## config.mk

```make
export PLATFORM = sky130hd
export DESIGN_NAME = dffram_byte_adapter
export DESIGN_NICKNAME = d
export VERILOG_FILES = /design/src/rtl/dffram_adapter_pkg.sv /design/src/rtl/dffram_byte_adapter.sv
export SDC_FILE = /design/constraint.sdc
export NUM_CORES = 1
export LEC_CHECK = 0
export CAP_MARGIN = 20
export CORE_MARGIN = 2
export CORE_UTILIZATION = 30
export CTS_BUF_LIST = sky130_fd_sc_hd__clkbuf_8
export DETAILED_ROUTE_END_ITERATION = 8
export MAX_ROUTING_LAYER = met4
export SLEW_MARGIN = 20
export SYNTH_ARGS = -nofsm -noshare
export SYNTH_HDL_FRONTEND = slang
export SYNTH_SLANG_ARGS = --single-unit
```

## constraint.sdc

```tcl
create_clock -name clk -period 2.15 [get_ports clk]
set_input_delay 0.3225 -clock clk [delete_from_list [all_inputs] [get_ports clk]]
set_output_delay 0.3225 -clock clk [all_outputs]
set_load 0.02 [all_outputs]
```

## src/rtl/dffram_adapter_pkg.sv

```systemverilog
// Shared types and constants for the byte-wide front-end of the 2R1W DFF RAM.
package dffram_adapter_pkg;

  typedef enum logic [2:0] {
    IDLE  = 3'd0,
    WR_LO = 3'd1,
    WR_HI = 3'd2,
    RD_LO = 3'd3,
    RD_HI = 3'd4,
    RSP   = 3'd5
  } state_e;

  localparam int DEPTH_DEFAULT  = 24;
  localparam int NIB_W          = 4;
  localparam int BYTE_W         = 2 * NIB_W;
  localparam int ADDR_W_DEFAULT = 5;

endpackage

```

## src/rtl/dffram_byte_adapter.sv

```systemverilog
// Byte command front-end: splits each byte read/write into two nibble accesses
// on RAM port A and returns one response per command.
module dffram_byte_adapter
  import dffram_adapter_pkg::*;
#(
  parameter int ADDRWIDTH = ADDR_W_DEFAULT,
  parameter int NIBWIDTH  = NIB_W,
  parameter int DEPTH     = DEPTH_DEFAULT
) (
  input  logic                  clk,
  input  logic                  rst_n,
  // Handshake: a transfer happens on any rising edge where valid && ready;
  // valid holds its payload until then, ready never depends on valid.
  input  logic                  cmd_valid,
  output logic                  cmd_ready,
  input  logic                  cmd_write,
  input  logic [ADDRWIDTH-1:0]  cmd_addr,
  input  logic [2*NIBWIDTH-1:0] cmd_wdata,
  output logic                  rsp_valid,
  input  logic                  rsp_ready,
  output logic [2*NIBWIDTH-1:0] rsp_rdata,
  output logic                  rsp_err,
  output logic [ADDRWIDTH-1:0]  ram_addr,
  output logic                  ram_lohi,
  output logic [NIBWIDTH-1:0]   ram_wdata,
  output logic                  ram_w_en,
  input  logic [NIBWIDTH-1:0]   ram_rdata,
  output logic [2:0]            dbg_state
);

  state_e                state, state_nxt;
  logic [ADDRWIDTH-1:0]  addr_q;
  logic [2*NIBWIDTH-1:0] wdata_q;
  logic [2*NIBWIDTH-1:0] rdata_q;
  logic                  write_q;
  logic                  err_q;
  logic                  accept;
  logic                  out_of_range;

  assign out_of_range = 32'(cmd_addr) >= 32'(DEPTH);
  // Reset qualifies ready so nothing is offered while the block is held in reset.
  assign cmd_ready    = rst_n && (state == IDLE);
  assign accept       = cmd_valid && cmd_ready;

  assign ram_addr  = addr_q;
  assign rsp_rdata = rdata_q;
  assign rsp_err   = err_q;
  assign dbg_state = state;

  always_ff @(posedge clk) begin
    if (!rst_n) begin
      state   <= IDLE;
      addr_q  <= '0;
      wdata_q <= '0;
      rdata_q <= '0;
      write_q <= 1'b0;
      err_q   <= 1'b0;
    end else begin
      state <= state_nxt;
      if (accept) begin
        addr_q  <= cmd_addr;
        wdata_q <= cmd_wdata;
        write_q <= cmd_write;
        err_q   <= out_of_range;
        rdata_q <= '0;
      end
      if (state == RD_LO) rdata_q[NIBWIDTH-1:0] <= ram_rdata;
      if (state == RD_HI) rdata_q[2*NIBWIDTH-1:NIBWIDTH] <= ram_rdata;
      if (state == RSP && rsp_ready) begin
        err_q   <= 1'b0;
        rdata_q <= '0;
      end
    end
  end

  // Write enable is also qualified by rst_n so a reset landing in WR_HI
  // leaves the high nibble untouched at the reset edge.
  always_comb begin
    state_nxt = state;
    rsp_valid = 1'b0;
    ram_w_en  = 1'b0;
    ram_lohi  = 1'b0;
    ram_wdata = '0;
    case (state)
      IDLE: begin
        if (accept) begin
          if (out_of_range)   state_nxt = RSP;
          else if (cmd_write) state_nxt = WR_LO;
          else                state_nxt = RD_LO;
        end
      end
      WR_LO: begin
        ram_w_en  = rst_n && write_q;
        ram_lohi  = 1'b1;
        ram_wdata = wdata_q[NIBWIDTH-1:0];
        state_nxt = WR_HI;
      end
      WR_HI: begin
        ram_w_en  = rst_n && write_q;
        ram_lohi  = 1'b0;
        ram_wdata = wdata_q[2*NIBWIDTH-1:NIBWIDTH];
        state_nxt = RSP;
      end
      RD_LO: begin
        ram_lohi  = 1'b0;
        state_nxt = RD_HI;
      end
      RD_HI: begin
        ram_lohi  = 1'b1;
        state_nxt = RSP;
      end
      RSP: begin
        rsp_valid = 1'b1;
        if (rsp_ready) state_nxt = IDLE;
      end
      default: state_nxt = IDLE;
    endcase
  end

endmodule

```

### After elaboration in Yosys (flattened, before gate mapping)

Cells that the tools add are included.

* muxes and demuxes: 12
* order comparisons: 1
* bitwise operators: 1
* reductions and logical operators: 12
* equal/unequal tests: 7

Operator list (count)
* $pmux W3 S5: 1
* $mux W3: 3
* $mux W4: 2
* $mux W8: 1
* $pmux W4 S2: 1
* $reduce_or A2 Y1: 4
* $eq A3 B2 Y1 const B: 2
* $eq A3 B3 Y1 const B: 2
* $ge A5 B5 Y1 const B: 1
* $logic_and A1 B1 Y1: 4
* $ne A2 B2 Y1 const B: 2
* $reduce_bool A2 Y1: 2
* $eq A3 B1 Y1 const B: 1
* $logic_not A3 Y1: 1
* $mux W1: 3
* $mux W2: 1
* $reduce_and A2 Y1: 1
* $not A1 Y1: 1

* register bits: 26
* bits of input ports: 22
* output and inout port bits: 25
* logic and storage cells: 40

### Longest topological paths before layout

Gate-level depths: netlist of run 1.

* word-level depth: 5
* gate-level depth with buffers: 5
* depth with buffers taken out: 4

### Least setup slack after synthesis of run 1

OpenSTA, ideal clock, no wires.

* path type: register to output
* from: reg state[0], in the netlist dbg_state[0]
* to: out ram_wdata[0]
* path buffers: 1
* cell stages (with the launch flop): 5
* required time: 1827 ps
* setup slack: 333 ps
* data arrival time: 1495 ps
* cell sequence: dfxtp_1 -> clkbuf_1 -> nor2b_1 -> a22oi_1 -> nor2_1

* cells in the longest elaborated chain, start to end: 2
* elaborated cells between the ends (all ways): 3
* classes of those cells: eq/ne: 2; mux: 1

RTL lines
* start, declared: RTL line dffram_byte_adapter.sv:31 `state_e state, state_nxt;`
* start signal, assigned: RTL line dffram_byte_adapter.sv:59 `state <= state_nxt;`
* $eq A3 B2 Y1 / $eq A3 B1 Y1 (equally long branches): RTL line dffram_byte_adapter.sv:84 `case (state)`
* $pmux W4 S2 (*): RTL line dffram_byte_adapter.sv:84
* end, declared: RTL line dffram_byte_adapter.sv:25 `output logic [NIBWIDTH-1:0] ram_wdata,`

Mark *: on every way between the ends. The rest lies on a longest branch, timed or not.

### Final worst setup path of run 1

Same ends and word-level chain as after synthesis.

==> impl_results.md, run 1 <==
* Core area at 3660 um2
* Die Ht at ~66 um
* Sequential fraction of the synthesis area at 45.3%
* Post-synth EDFFs at 0
* Internal power at 0.938 mW
* Setup crit start kind: flip-flop
* Antenna violations before repair at 0
* Clock Latency Late Sink at approximately 0.27 ns
* Vias in the first global route at about 1200
* Site Rows at 22
* Drt total wl at 3180 um
* Crit path DAT at 1.74 ns
* Final Non-Filler Cells at about 240
* Maximum clock frequency at 484 MHz
* Die width at 65.9 um
* Routed vias at 1192
* Post-layout power at 1.29 mW
* CP max stage delay at just over 0.6 ns
* FF+latch count, synth at 26
* Max-cap viol count at 0
* Crit path depth at 4
* Wire length per cell at 13.3 um
* CTS tree: built
* Final Cycle Share at 96.1%
* Worst Skew at 0.00956 ns
* Syn-to-layout area delta at 53.8%
* HP Class: reg2reg
* Final setup viols at 0
* Worst-path fanout max at 6
* Warnings, synthesis at 0
* Post-Place Worst Slack at -0.148 ns
* Biggest area consumer among synthesized cells: dfxtp_1
* Maximum number of pins on one net before global-route repair at 20
* Reg2reg path depth at 5
* Top FF cell, synth: dfxtp_1
* Global placer's final weighted congestion at ~0.8
* Cells after DPL at 235
* Crit end category: primary output
* LEAKAGE at 0.656 nW
* Worst path bufs/invs at 1
* Net Switching at 0.356 mW
* Reg area at ~520 um2
* Final WS setup at between 0.08 and 0.09 ns
* CTS Buf Count at 3
* Largest cells by area after synthesis: dfxtp_1 (45%), nand2_1 (8.5%), o21ai_0 (7.0%)
* Ratio of cells with drive above 1 in the final layout at a little under a tenth
* Pwr/cell area at 732 nW/um2
* Cell count after synthesis at 144
* 1st-iter DRT viols at 35
* Kind of critical path: reg2out
* Vias/cell at 4.99
* Worst vdd ir at about 0.32 mV
* TritonRoute pass-1 iters at 4
* Total track usage at 15.9%
* GRT overflow at 0
* Number of port buffers at 46
* Family with the most delay on the worst path: buffers and inverters
* Crit-path cells: nor2b_4 -> a22oi_1 -> nor2_1 -> clkdlybuf4s50_1
* H-tree levels at 1
* Syn_area_per_cell at 7.99 um2
* Sequential power share at 42.7%
* Area occupied by multi-input gates at 578 um2
* Clock Sinks at 26
* HPWL after detailed placement at approximately 2400 um
* Cell area after synthesis at 1150 um2
* Die ar. at 4340 um2
* Post-route DRC at 0
* Initial Util at 31.4%
* Final Max Slew Viols at 0
* Max-Slew Margin vs Limit at 73.4%
* Worst EP required at 1.83 ns
* Switching part of the total at 27.5%
* Placed Instance Area at 1680 um2
* Remaining antenna violation count at 0
* Slowest-stage cell, CP: clkdlybuf4s50_1
* Comb pwr share at 26.6%
* Hold buffer count at cts at 0
* Top cell type's share of synthesized area at 45.3%
* Status: complete, no violations
* Clock power share at 30.6%
* Reg clk slew, reported paths at 0.09 ns
* Hold Worst Slack at 0.468 ns
* CTS Buffer Depth at 2
* Clock root cell: clkbuf_8
* Layout net count at 214
* Worst hold stages at 2
* Number of fill cells at approximately 370
* Slew @ Worst Pin at a little under 0.4 ns
* First-pass GRT wire length at roughly 5300 um
* RSZ-0062 raised after global routing: false
* Net Count, Synth at 166
* Fin. Hold Viols at 0
* Library cells used by synthesis at 29
* Async SR Flop Fraction at 0%
* # IOs at 47
* Antenna cells at 0
* Design area at 1770 um2
* Min cycle time layout at about 2.1 ns
==> routing by layer <==
layer | vias to the layer above | routed length, um | GRT usage (%)
met3 | 2 | 199 | 2.90
met5 | - | 0 | -
li1 | 597 | - | -
met4 | 0 | 10 | 3.91
met1 | 551 | 1400 | 18.0
met2 | 42 | 1570 | 28.7
==> cell usage after synthesis (2+ instances only) <==
master	count
a21oi_1	10
a22oi_1	4
clkbuf_1	8
dfxtp_1	26
inv_1	4
nand2_1	26
nand3_1	15
nand3b_1	2
nor2_1	6
nor2b_1	2
o211ai_1	8
o21ai_0	16
==> metrics by stage <==
step | utilization (%) | setup TNS [ns]
floorplan | - | 0
global route | 48.3 | 0
finish | 48.3 | 0
CTS | 48.2 | 0
global placement | 45.9 | -0.160
detailed placement | 45.9 | -0.171
==> logic make-up after synthesis <==
group                     Yosys count  share of synthesized area (%)
AOI/OAI and AO/OA                  42                           22.0
xor gates and xnor gates            1                          0.762
DFF                                26                           45.3
buffers and inverters              15                           5.77
and+or+nand+nor                    60                           26.2
==> worst register-to-register path, stage by stage (launching register included) <==
cell	delay, ns
dfxtp_2	0.37
or4b_4	0.53
buf_4	0.19
nor2_1	0.10
buf_4	0.20
o21ai_0	0.12
==> sequential cells by signal, summed over array words and instances (netlist names) <==
name and flops:
wdata_q 8, dbg_state 3, rsp_err 1, rsp_rdata 8, ram_addr 5, write_q 1
==> area by class of cell <==
cell class                 instances  area share (%)
clock inverter                     1            1.70
sequential                        26            29.6
tap                               48            3.40
multi-input combinational        103            32.7
timing repair buffer              54            29.4
clock buffer                       3            2.34
inverter                           4           0.849
==> power by group through the flow <==
stage | clock network, mW | registers, mW | logic [mW]
floorplan | 0 | 0.586 | 0.154
global placement | 0 | 0.560 | 0.341
detailed placement | 0 | 0.560 | 0.344
CTS | 0.412 | 0.553 | 0.348
global route | 0.428 | 0.558 | 0.375
finish | 0.396 | 0.553 | 0.345
==> timing repair <==
action	CTS	global route
endpoints found under the setup margin	7	4
resized for setup	7	2
setup buffers	0	0
==> worst paths after layout <==
check / startpoint / to / slack, ns
setup / recovery: dbg_state[0] / ram_wdata[0] / 0.08
hold / removal: wdata_q[6] / wdata_q[6] / 0.47
setup reg to reg: dbg_state[0] / ram_addr[1] / 0.53
hold reg to reg: wdata_q[6] / wdata_q[6] / 0.47
==> cells in the final DEF, fill, tap and decap left out, types with 3 or more instances in the layout <==
master / netlist / routed
clkbuf_8: 0 / 3
buf_4: 0 / 8
nand3_1: 15 / 15
o21ai_0: 16 / 16
nand2_1: 26 / 26
nor2_1: 6 / 6
o211ai_1: 8 / 8
a21oi_1: 10 / 10
a22oi_1: 4 / 4
inv_1: 4 / 4
dfxtp_1: 26 / 24
clkdlybuf4s50_1: 0 / 43
Note: power is estimated with default switching activity, not from simulation.
==> run 2, diff against run 1 <==
Settings changed: CTS_BUF_LIST sky130_fd_sc_hd__clkbuf_8 to not set.
==> results of run 2 <==
The final DEF is identical to that of run 1; final timing and power are the same.
==> run 3, diff against run 2 <==
Settings changed: PLACE_DENSITY set to 0.63.
==> impl_results.md, run 3 (synthesized netlist as in run 1, its figures left out) <==
* Number of port buffers at 46 (unchanged)
* Cells after DPL at 237 (was 235)
* Commonest non-fill, non-tap cell in the layout: clkdlybuf4s50_1 (unchanged)
* Clock Sinks at 26 (unchanged)
* Clock Latency Late Sink at 0.26 ns (was 0.27 ns)
* Total track usage at 16.4% (was 15.9%)
* Layout net count at 216 (was 214)
* Cts repair resizes at 6 (was 7)
* Min cycle time layout at 2.05 ns (was 2.07 ns)
* RSZ-0062 raised after global routing: false (unchanged)
* Kind of critical path: reg2out (unchanged)
* Worst EP required at 1.83 ns (about the same)
* Reg clk slew, reported paths at 0.09 ns (about the same)
* Setup crit start kind: flip-flop (unchanged)
* H-tree levels at 1 (unchanged)
* Pwr/cell area at 671 nW/um2 (was 732 nW/um2)
* Final Max Slew Viols at 0 (unchanged)
* Clock root cell: clkbuf_8 (unchanged)
* Vias in the first global route at 1214 (was 1246)
* Die width at 65.9 um (unchanged)
* TritonRoute pass-1 iters at 4 (unchanged)
* Post-Place Worst Slack at -0.147 ns (was -0.148 ns)
* Sequential power share at 47.6% (was 42.7%)
* GRT overflow at 0 (unchanged)
* Switching part of the total at 30.0% (was 27.5%)
* Core area at 3660 um2 (unchanged)
* Global placer's final weighted congestion at 0.819 (was 0.778)
* Internal power at 0.813 mW (was 0.938 mW)
* Die Ht at 65.9 um (unchanged)
* Wire length per cell at 13.3 um (about the same)
* Post-CTS Setup Bufs at 0 (unchanged)
* Status: complete, no violations (unchanged)
* Worst-path fanout max at 7 (was 6)
* Fin. Hold Viols at 0 (unchanged)
* Antenna cells at 0 (unchanged)
* Most frequent cells in the layout: clkdlybuf4s50_1 (41), nand2_1 (26), dfxtp_1 (24) (was clkdlybuf4s50_1 (43), nand2_1 (26), dfxtp_1 (24))
* Final Non-Filler Cells at 240 (was 239)
* Max-Slew Margin vs Limit at 73.2% (was 73.4%)
* Antenna violations before repair at 0 (unchanged)
* CTS Buffer Depth at 2 (unchanged)
* Post-layout power at 1.16 mW (was 1.29 mW)
* Final WS setup at 0.0974 ns (was 0.0843 ns)
* Post-route DRC at 0 (unchanged)
* Maximum number of pins on one net before global-route repair at 20 (unchanged)
* CTS tree: built (unchanged)
* Final setup viols at 0 (unchanged)
* 1st-iter DRT viols at 39 (was 35)
* Slew @ Worst Pin at 0.400 ns (was 0.398 ns)
* # IOs at 47 (unchanged)
* CTS Buf Count at 3 (unchanged)
* Remaining antenna violation count at 0 (unchanged)
* Clock power share at 23.2% (was 30.6%)
* Syn-to-layout area delta at 50.6% (was 53.8%)
* Drt total wl at 3200 um (was 3180 um)
* Die ar. at 4340 um2 (unchanged)
* Post-layout util at 47.3% (was 48.3%)
* Max-cap viol count at 0 (unchanged)
* Comb pwr share at 29.3% (was 26.6%)
* Hold Worst Slack at 0.464 ns (was 0.468 ns)
* Crit end category: primary output (unchanged)
* First-pass GRT wire length at 5490 um (was 5320 um)
* LEAKAGE at 0.644 nW (was 0.656 nW)
* Worst Skew at 0.00353 ns (was 0.00956 ns)
* Maximum clock frequency at 487 MHz (was 484 MHz)
* Crit path DAT at 1.73 ns (was 1.74 ns)
* Ratio of cells with drive above 1 in the final layout at 8.85% (was 9.42%)
* Routed vias at 1205 (was 1192)
* Net Switching at 0.349 mW (was 0.356 mW)
* Initial Util at 31.4% (unchanged)
* Worst vdd ir at 0.241 mV (was 0.317 mV)
* HP Class: reg2reg (unchanged)
* HPWL after detailed placement at 2490 um (was 2420 um)
* Final Cycle Share at 95.5% (was 96.1%)
* Vias/cell at 5.02 (was 4.99)
* Site Rows at 22 (unchanged)
* Hold buffer count at cts at 0 (unchanged)
## run 3: area by class of cell
| cell class | count | area (um2) |
|---|---|---|
| multi-input cells | 103 | 563 |
| clock buffers | 3 | 41.3 |
| fillers | 372 | 1930 |
| flip-flops and latches | 26 | 523 |
| well taps | 48 | 60.1 |
| inverters | 4 | 15.0 |
| repair buffers | 56 | 529 |
## run 3: stage by stage
step | TNS (ns) | instance area, um2
floorplan | 0 | 1150
global placement | -0.142 | 1690
detailed placement | -0.162 | 1690
CTS | 0 | 1730
global route | 0 | 1730
finish | 0 | 1730
## run 3: worst max-delay path, cell delays in order (launching register included)
cell and delay, ns:
dfxtp_2 0.40, nor2b_1 0.15, buf_4 0.14, a22oi_1 0.08, nor2_1 0.09, clkdlybuf4s50_1 0.60
## run 3: worst paths after layout
kind	startpoint	to	slack, ns	depth (start not counted)
worst min-delay path	wdata_q[1]	wdata_q[1]	0.46	2
worst max-delay path	dbg_state[0]	ram_wdata[2]	0.1	5
worst min register to register	wdata_q[1]	wdata_q[1]	0.46	2
worst max register to register	dbg_state[0]	rsp_err	0.53	4
## run 3: power groups by stage
stage	Combinational, mW	Sequential [mW]	Clock, mW
2_1_floorplan	0.154	0.586	0
3_3_place_gp	0.342	0.560	0
3_5_place_dp	0.346	0.563	0
4_1_cts	0.344	0.552	0.278
5_1_grt	0.370	0.559	0.309
6_report	0.340	0.553	0.269
## run 3: per-layer routing
layer / GRT usage (%) / vias up / part of all wire, %
li1: - / 602 / -
met1: 19.1 / 561 / 44
met2: 29.5 / 42 / 50
met3: 3.41 / 0 / 5.3
met4: 2.34 / 0 / 0
met5: - / - / 0
